$ cat src/rtl/cgra0_conf_writer.sv
// Configuration writer: takes a session of commands and streams packed
// configuration words onto a registered bus shared by all PE conf readers.
module cgra0_conf_writer #(
  parameter int PE_COUNT     = 4,
  parameter int DRAIN_CYCLES = 3
) (
  input  logic        clk,
  input  logic        rst,
  input  logic        start,
  input  logic [15:0] num_cmds,
  input  logic        cmd_valid,
  output logic        cmd_ready,
  input  logic [7:0]  cmd_type,
  input  logic [15:0] cmd_pe_id,
  input  logic [3:0]  cmd_thread,
  input  logic [11:0] cmd_addr,
  input  logic [31:0] cmd_data,
  output logic [63:0] conf_bus_out,
  output logic        busy,
  output logic        done,
  output logic [7:0]  err_count,
  output logic [1:0]  fsm_state
);

  // Handshake: a command transfers on a rising edge where cmd_valid and
  // cmd_ready are both high; cmd_ready never depends on cmd_valid.

  typedef enum logic [1:0] {IDLE, SEND, DRAIN, DONE} state_t;

  localparam int DW = $clog2(DRAIN_CYCLES + 2);
  localparam logic [DW-1:0] DRAIN_LOAD = DW'(DRAIN_CYCLES);
  localparam logic [16:0] PE_LIMIT = 17'(PE_COUNT);

  state_t          state, state_n;
  logic [15:0]     remaining;
  logic [DW-1:0]   drain_cnt;
  logic            accept;
  logic            cmd_ok;
  logic [63:0]     packed_word;

  assign cmd_ready = (state == SEND) && (remaining != 16'd0);
  assign accept    = cmd_valid && cmd_ready;
  assign busy      = (state == SEND) || (state == DRAIN);
  assign done      = (state == DONE);
  assign fsm_state = state;

  assign cmd_ok = (cmd_type != 8'd0) && (cmd_type <= 8'd7) &&
                  ({1'b0, cmd_pe_id} < PE_LIMIT);

  always_comb begin
    packed_word = 64'h0;
    case (cmd_type)
      8'd1:    packed_word = {8'h00, cmd_data[15:0], cmd_addr, cmd_thread, cmd_pe_id, cmd_type};
      8'd2:    packed_word = {cmd_data, cmd_addr[3:0], cmd_thread, cmd_pe_id, cmd_type};
      default: packed_word = {cmd_data, 4'h0, cmd_thread, cmd_pe_id, cmd_type};
    endcase
  end

  // DRAIN's first cycle carries the final word (or an empty slot when the
  // session had no commands), followed by DRAIN_CYCLES quiet cycles.
  always_comb begin
    state_n = state;
    case (state)
      IDLE:  if (start) state_n = (num_cmds == 16'd0) ? DRAIN : SEND;
      SEND:  if (accept && remaining == 16'd1) state_n = DRAIN;
      DRAIN: if (drain_cnt == '0) state_n = DONE;
      DONE:  state_n = IDLE;
      default: state_n = IDLE;
    endcase
  end

  always_ff @(posedge clk) begin
    if (rst) begin
      state        <= IDLE;
      remaining    <= 16'd0;
      drain_cnt    <= '0;
      err_count    <= 8'd0;
      conf_bus_out <= 64'h0;
    end else begin
      state        <= state_n;
      conf_bus_out <= (accept && cmd_ok) ? packed_word : 64'h0;

      if (state == IDLE && start) begin
        remaining <= num_cmds;
        err_count <= 8'd0;
      end else if (accept) begin
        remaining <= remaining - 16'd1;
        if (!cmd_ok && err_count != 8'hFF) err_count <= err_count + 8'd1;
      end

      if (state != DRAIN && state_n == DRAIN) drain_cnt <= DRAIN_LOAD;
      else if (state == DRAIN && drain_cnt != '0) drain_cnt <= drain_cnt - 1'b1;
    end
  end

endmodule
$ cat config.mk
export PLATFORM = sky130hd
export DESIGN_NAME = cgra0_conf_writer
export DESIGN_NICKNAME = d
export VERILOG_FILES = /design/src/rtl/cgra0_conf_writer.sv
export SDC_FILE = /design/constraint.sdc
export NUM_CORES = 1
export LEC_CHECK = 0
export CAP_MARGIN = 20
export CORE_MARGIN = 2
export CORE_UTILIZATION = 42
export DETAILED_ROUTE_END_ITERATION = 7
export GPL_ROUTABILITY_DRIVEN = 0
export PLACE_DENSITY = 0.83
export SLEW_MARGIN = 20
export SYNTH_ARGS = -nofsm -noshare
export SYNTH_HDL_FRONTEND = slang
export SYNTH_SLANG_ARGS = --single-unit
$ cat constraint.sdc
create_clock -name clk -period 3.7 [get_ports clk]
set_input_delay 1.11 -clock clk [delete_from_list [all_inputs] [get_ports clk]]
set_output_delay 1.11 -clock clk [all_outputs]
set_load 0.01 [all_outputs]
# Word-level counts from Yosys, hierarchy flattened
# Cells that the tools add are included.
[totals] reg_bits=93 latch_bits=0 ramBits=0 romBits=0 wordCells=55 n_memories=0
[classes] add_sub_neg=3 multipliers=0 div=0 n_lt_le_gt_ge=2 eq_ne=9 shifts=0 mux=10 n_bitwise=1 n_reduce_logical=24
[op_table] operator="case mux 64 bit (2 select lines)" count=1
[op_table] operator="2-to-1 mux 16 bit" count=2
[op_table] operator="equality test 16 x 1 -> 1 bit (second input constant)" count=1
[op_table] operator="logical NOT 16 bit" count=1
[op_table] operator="< comparator 16 x 3 -> 1 bit (second input constant)" count=1
[op_table] operator="nonzero test 16 bit" count=1
[op_table] operator="subtractor 16 x 1 -> 16 bit (second input constant)" count=1
[op_table] operator="2-to-1 mux 2 bit" count=6
[op_table] operator="logical AND 1 bit" count=10
[op_table] operator="adder 8 x 1 -> 8 bit (second input constant)" count=1
[op_table] operator="equality test 8 x 1 -> 1 bit (second input constant)" count=1
[op_table] operator="equality test 8 x 2 -> 1 bit (second input constant)" count=1
[op_table] operator="<= comparator 8 x 3 -> 1 bit (second input constant)" count=1
[op_table] operator="!= test 8 bit (second input constant)" count=1
[op_table] operator="case mux 2 bit (4 select lines)" count=1
[op_table] operator="nonzero test 8 bit" count=1
[op_table] operator="equality test 2 bit (second input constant)" count=3
[op_table] operator="OR reduction 2 bit" count=3
[op_table] operator="nonzero test 2 bit" count=2
[op_table] operator="logical NOT 3 bit" count=1
[op_table] operator="nonzero test 3 bit" count=1
[op_table] operator="subtractor 3 x 1 -> 3 bit (second input constant)" count=1
[op_table] operator="equality test 2 x 1 -> 1 bit (second input constant)" count=1
[op_table] operator="logical NOT 2 bit" count=1
[op_table] operator="other kinds (5)" count=5

# Longest topological paths before layout
# Gate-level depths: netlist of the first run.
[logic_depth] ltp_word=9 mapped_depth=9 mapped_depth_nobuf=8

# Worst setup path after synthesis of the first run
# No wires, ideal clock.
[synth_timing] path_type="input -> register" startpoint="in cmd_pe_id[14]" endpoint="reg conf_bus_out[39]" setup_ns=0.065 arrival_time_ns=2.896 t_required_ns=3.635 setup_slack_ns=0.739 path_stages=7 path_cell_list="or4_4 -> or4_1 -> buf_2 -> or3_1 -> buf_6 -> buf_6 -> nor2_1"
[synth_via] elab_chain_len=5
[synth_lines] item="start: declaration" line="14" text="input logic [15:0] cmd_pe_id,"
[synth_lines] item="< comparator 16 x 3 -> 1 bit" line="48" text="({1'b0, cmd_pe_id} < PE_LIMIT);"
[synth_lines] item="logical AND 1 bit" line="47" text="assign cmd_ok = (cmd_type != 8'd0) && (cmd_type <= 8'd7) &&"
[synth_lines] item="logical AND 1 bit" line="81" text="conf_bus_out <= (accept && cmd_ok) ? packed_word : 64'h0;"
[synth_lines] item="inverter 1 bit (no source line)"
[synth_lines] item="OR reduction 2 bit (no source line)"
[synth_lines] item="end signal: assignment" line="81"
[synth_lines] item="end: declaration" line="18" text="output logic [63:0] conf_bus_out,"
# No other way between the ends.
# A chain may end at the register's enable or synchronous reset.

# Worst setup path after layout of the first run
[layout_timing] startpoint="reg remaining[0]" endpoint="out cmd_ready"
[layout_via] elab_chain_len=2
[layout_lines] item="start: declaration" line="35" text="logic [15:0] remaining;"
[layout_lines] item="start signal: assignment" line="84" text="remaining <= num_cmds;"
[layout_lines] item="start signal: assignment" line="87" text="remaining <= remaining - 16'd1;"
[layout_lines] item="nonzero test 16 bit" line="41" text="assign cmd_ready = (state == SEND) && (remaining != 16'd0);"
[layout_lines] item="logical AND 1 bit" line="41"
[layout_lines] item="end: declaration" line="12" text="output logic cmd_ready,"
# No other way between the ends.

==> results_dict.tcl, run 1 <==
set metrics [dict create \
    finalSetupTns_ns 0 \
    grt_util_met2_pct 39.36 \
    yosys_warnings 0 \
    clock-skew-final_ns 0.01356 \
    netlist_area_um2 3732 \
    grt_first_pass_wirelength_um 17280 \
    clk_latency_ns 0.36 \
    synthCells 381 \
    total_power_mw 2.352 \
    via_per_inst 5.108 \
    clock.fmax_mhz 303.1 \
    r2r-end "conf_bus_out[35]$_SDFF_PP0_" \
    ys_ff_latch 93 \
    grt_pass1_vias 3413 \
    post_cts_buffers 0 \
    cts_resized 0 \
    async_flop_share_pct 0 \
    nNetsFinal 675 \
    fin_crit_ns 3.299 \
    synth.distinct_cells 47 \
    worstPathMaxFanout 8 \
    endpoint "cmd_ready" \
    worst-r2r-setup-slack_ns 1.36 \
    cts-root-buf "clkbuf_8" \
    initial_core_util_pct 43.01 \
    p_per_area_nw_per_um2 404.9 \
    r2r_cells 10 \
    io_buffers 168 \
    r2r-start "remaining[0]$_SDFFE_PP0P_" \
    setup_violations 0 \
    crit_arrival_ns 2.19 \
    avgSynthCellArea_um2 9.796 \
    tightestPinTransition_ns 0.7011 \
    use_met3_pct 4.510 \
    coreArea_um2 8678 \
    cts.path.max_buffers 2 \
    crit_start "remaining[0]$_SDFFE_PP0P_" \
    layout_commonest_cell "clkdlybuf4s50_1" \
    cts_max_level 3 \
    path_clk_slew_ns 0.09 \
    yosysSeqAreaShare_pct 49.88 \
    final.period_utilization_pct 89.17 \
    finalWirelength_um 10770 \
    die_h_um 98.27 \
    io_pins 169 \
    slew_headroom_pct 53.26 \
    antenna_cells 0 \
    cap_viol_max_count 0 \
    crit_path_start_kind "flip-flop" \
    cts.sinks 93 \
    grt.busiest_layer "met2" \
    slew_viol_final 0 \
    outcome "finished clean" \
    tritoncts "done" \
    grt_max_degree 31 \
    holdWs_ns 0.4909 \
    area_growth_pct 55.62 \
    rows 34 \
    drc 0 \
    dp.cells 670 \
    dieArea_um2 9657 \
    synth-main-ff-cell "dfxtp_1" \
    dpl.hpwl_um 8505 \
    grt_util_met1_pct 27.25 \
    vdd_ir_drop_max_v 0.0001839 \
    grt.total_usage_pct 22.46 \
    antenna_left 0 \
    avgRoutedWirePerCell_um 15.70 \
    fill_cells 703 \
    fin_util_pct 66.93 \
    endpoint_kind "output port" \
    final_cells 686 \
    grt_antenna_before_repair 0 \
    firstDrtPassIters 5 \
    crit_required_ns 2.59 \
    hold_viol_final 0 \
    layout_common_cells "clkdlybuf4s50_1 (168), dfxtp_1 (93), nor2_1 (45)" \
    die_w_um 98.27 \
    p_leak_nw 2.177 \
    hold_class "flip-flop to flip-flop" \
    critical_path_class "flip-flop to output port" \
    cts_buffers 9 \
    rsz0062_at_grt "false" \
    synth_edf_count 0 \
    layout-drive-gt1-share_pct 6.055 \
    holdBufCountCts 0 \
    num_vias 3504 \
    drtIter0Drc 157 \
    overflow 0 \
]
==> power breakdown <==
part / internal, mW / total, mW / leakage, nW / switching, mW
sequential: 1.06 / 1.12 / 0.761 / 0.0609
clock: 0.276 / 0.653 / 0.100 / 0.377
combinational: 0.294 / 0.574 / 1.32 / 0.280
==> flip-flops by register name, indices dropped and copies added, names as in the netlist <==
| name | flops |
|---|---|
| err_count | 8 |
| conf_bus_out | 64 |
| fsm_state | 2 |
| drain_cnt | 3 |
| remaining | 16 |
==> cell usage after synthesis, types with 3 or more instances <==
library cell	instances	area (um^2)
dfxtp_1	93	1862
a21oi_1	10	50.05
ha_1	10	125.1
nand3_1	8	40.04
o21ai_0	8	40.04
and3b_1	3	26.28
a311oi_1	5	43.79
and2_1	17	106.4
xor2_1	7	61.31
nand4_1	6	37.54
and3_1	8	50.05
inv_1	7	26.28
mux2i_1	28	280.3
a211oi_1	14	105.1
clkbuf_1	14	52.55
nor4_1	16	100.1
nor3_1	4	20.02
or3_1	6	37.54
nand2b_1	5	31.28
or4_1	3	22.52
nand2_1	24	90.09
nor2_1	45	168.9
xnor2_1	6	52.55
==> metrics by stage <==
| stage | setup WS (ns) | area (um^2) |
|---|---|---|
| final | 0.4006 | 5808 |
| after global routing | 0.2715 | 5808 |
| after global placement | 0.2083 | 5619 |
| after CTS | 0.3988 | 5808 |
| after floorplan | 0.7390 | 3800 |
| after detailed placement | 0.2135 | 5619 |
==> cells by family (layout without fill, tap and decap cells) <==
family                   count (synthesis)  count (layout)  synth area share (%)
AO/OA/AOI/OAI                           49              49                 9.085
XOR/XNOR                                13              13                 3.051
adder cells (fa/ha/maj)                 10              10                 3.352
buffers and inverters                   25             204                 3.252
flip-flops                              93              93                 49.88
multiplexers                            28              28                 7.509
other                                    1              19                0.1005
AND/OR/NAND/NOR                        162             162                 23.77
==> area by class of cell <==
type | count | area, um^2 | area share [%]
flip-flops and latches | 93 | 1862 | 32.06
multi-input cells | 281 | 1817 | 31.28
repair buffers | 181 | 1779 | 30.63
clock buffers | 10 | 137.6 | 2.370
well taps | 108 | 135.1 | 2.327
clock inverters | 6 | 51.30 | 0.8832
inverters | 7 | 26.28 | 0.4524
==> critical path, cell delays in order (launching register included) <==
cell and delay (ns):
dfxtp_1 0.45, inv_1 0.07, ha_1 0.23, nor3b_1 0.14, buf_4 0.17, nand4_1 0.09, and2_1 0.16, clkdlybuf4s50_1 0.54
==> worst min-delay path by stage <==
stage	from	end	cells past startpoint
after global routing	err_count[4]$_SDFFE_PP0P_	err_count[4]$_SDFFE_PP0P_	2
after global placement	err_count[4]$_SDFFE_PP0P_	err_count[4]$_SDFFE_PP0P_	2
after CTS	err_count[4]$_SDFFE_PP0P_	err_count[4]$_SDFFE_PP0P_	2
after floorplan	remaining[3]$_SDFFE_PP0P_	remaining[3]$_SDFFE_PP0P_	2
after detailed placement	err_count[4]$_SDFFE_PP0P_	err_count[4]$_SDFFE_PP0P_	2
final	err_count[4]$_SDFFE_PP0P_	err_count[4]$_SDFFE_PP0P_	2
==> routing by layer <==
layer | vias to the layer above | part of all wire, %
li1 | 1728 | -
met1 | 1643 | 41
met2 | 113 | 51
met3 | 20 | 5.6
met4 | 0 | 2.1
met5 | - | 0
Note: power is estimated with default switching activity, not from simulation.
==> run 2: changes to the inputs <==
--- a/config.mk
+++ b/config.mk
@@ -9,7 +9,6 @@
 export CORE_MARGIN = 2
 export CORE_UTILIZATION = 42
 export DETAILED_ROUTE_END_ITERATION = 7
-export GPL_ROUTABILITY_DRIVEN = 0
 export PLACE_DENSITY = 0.83
 export SLEW_MARGIN = 20
 export SYNTH_ARGS = -nofsm -noshare
==> results of run 2 <==
Same layout as run 1: the final DEF is identical, and so are final timing and power.
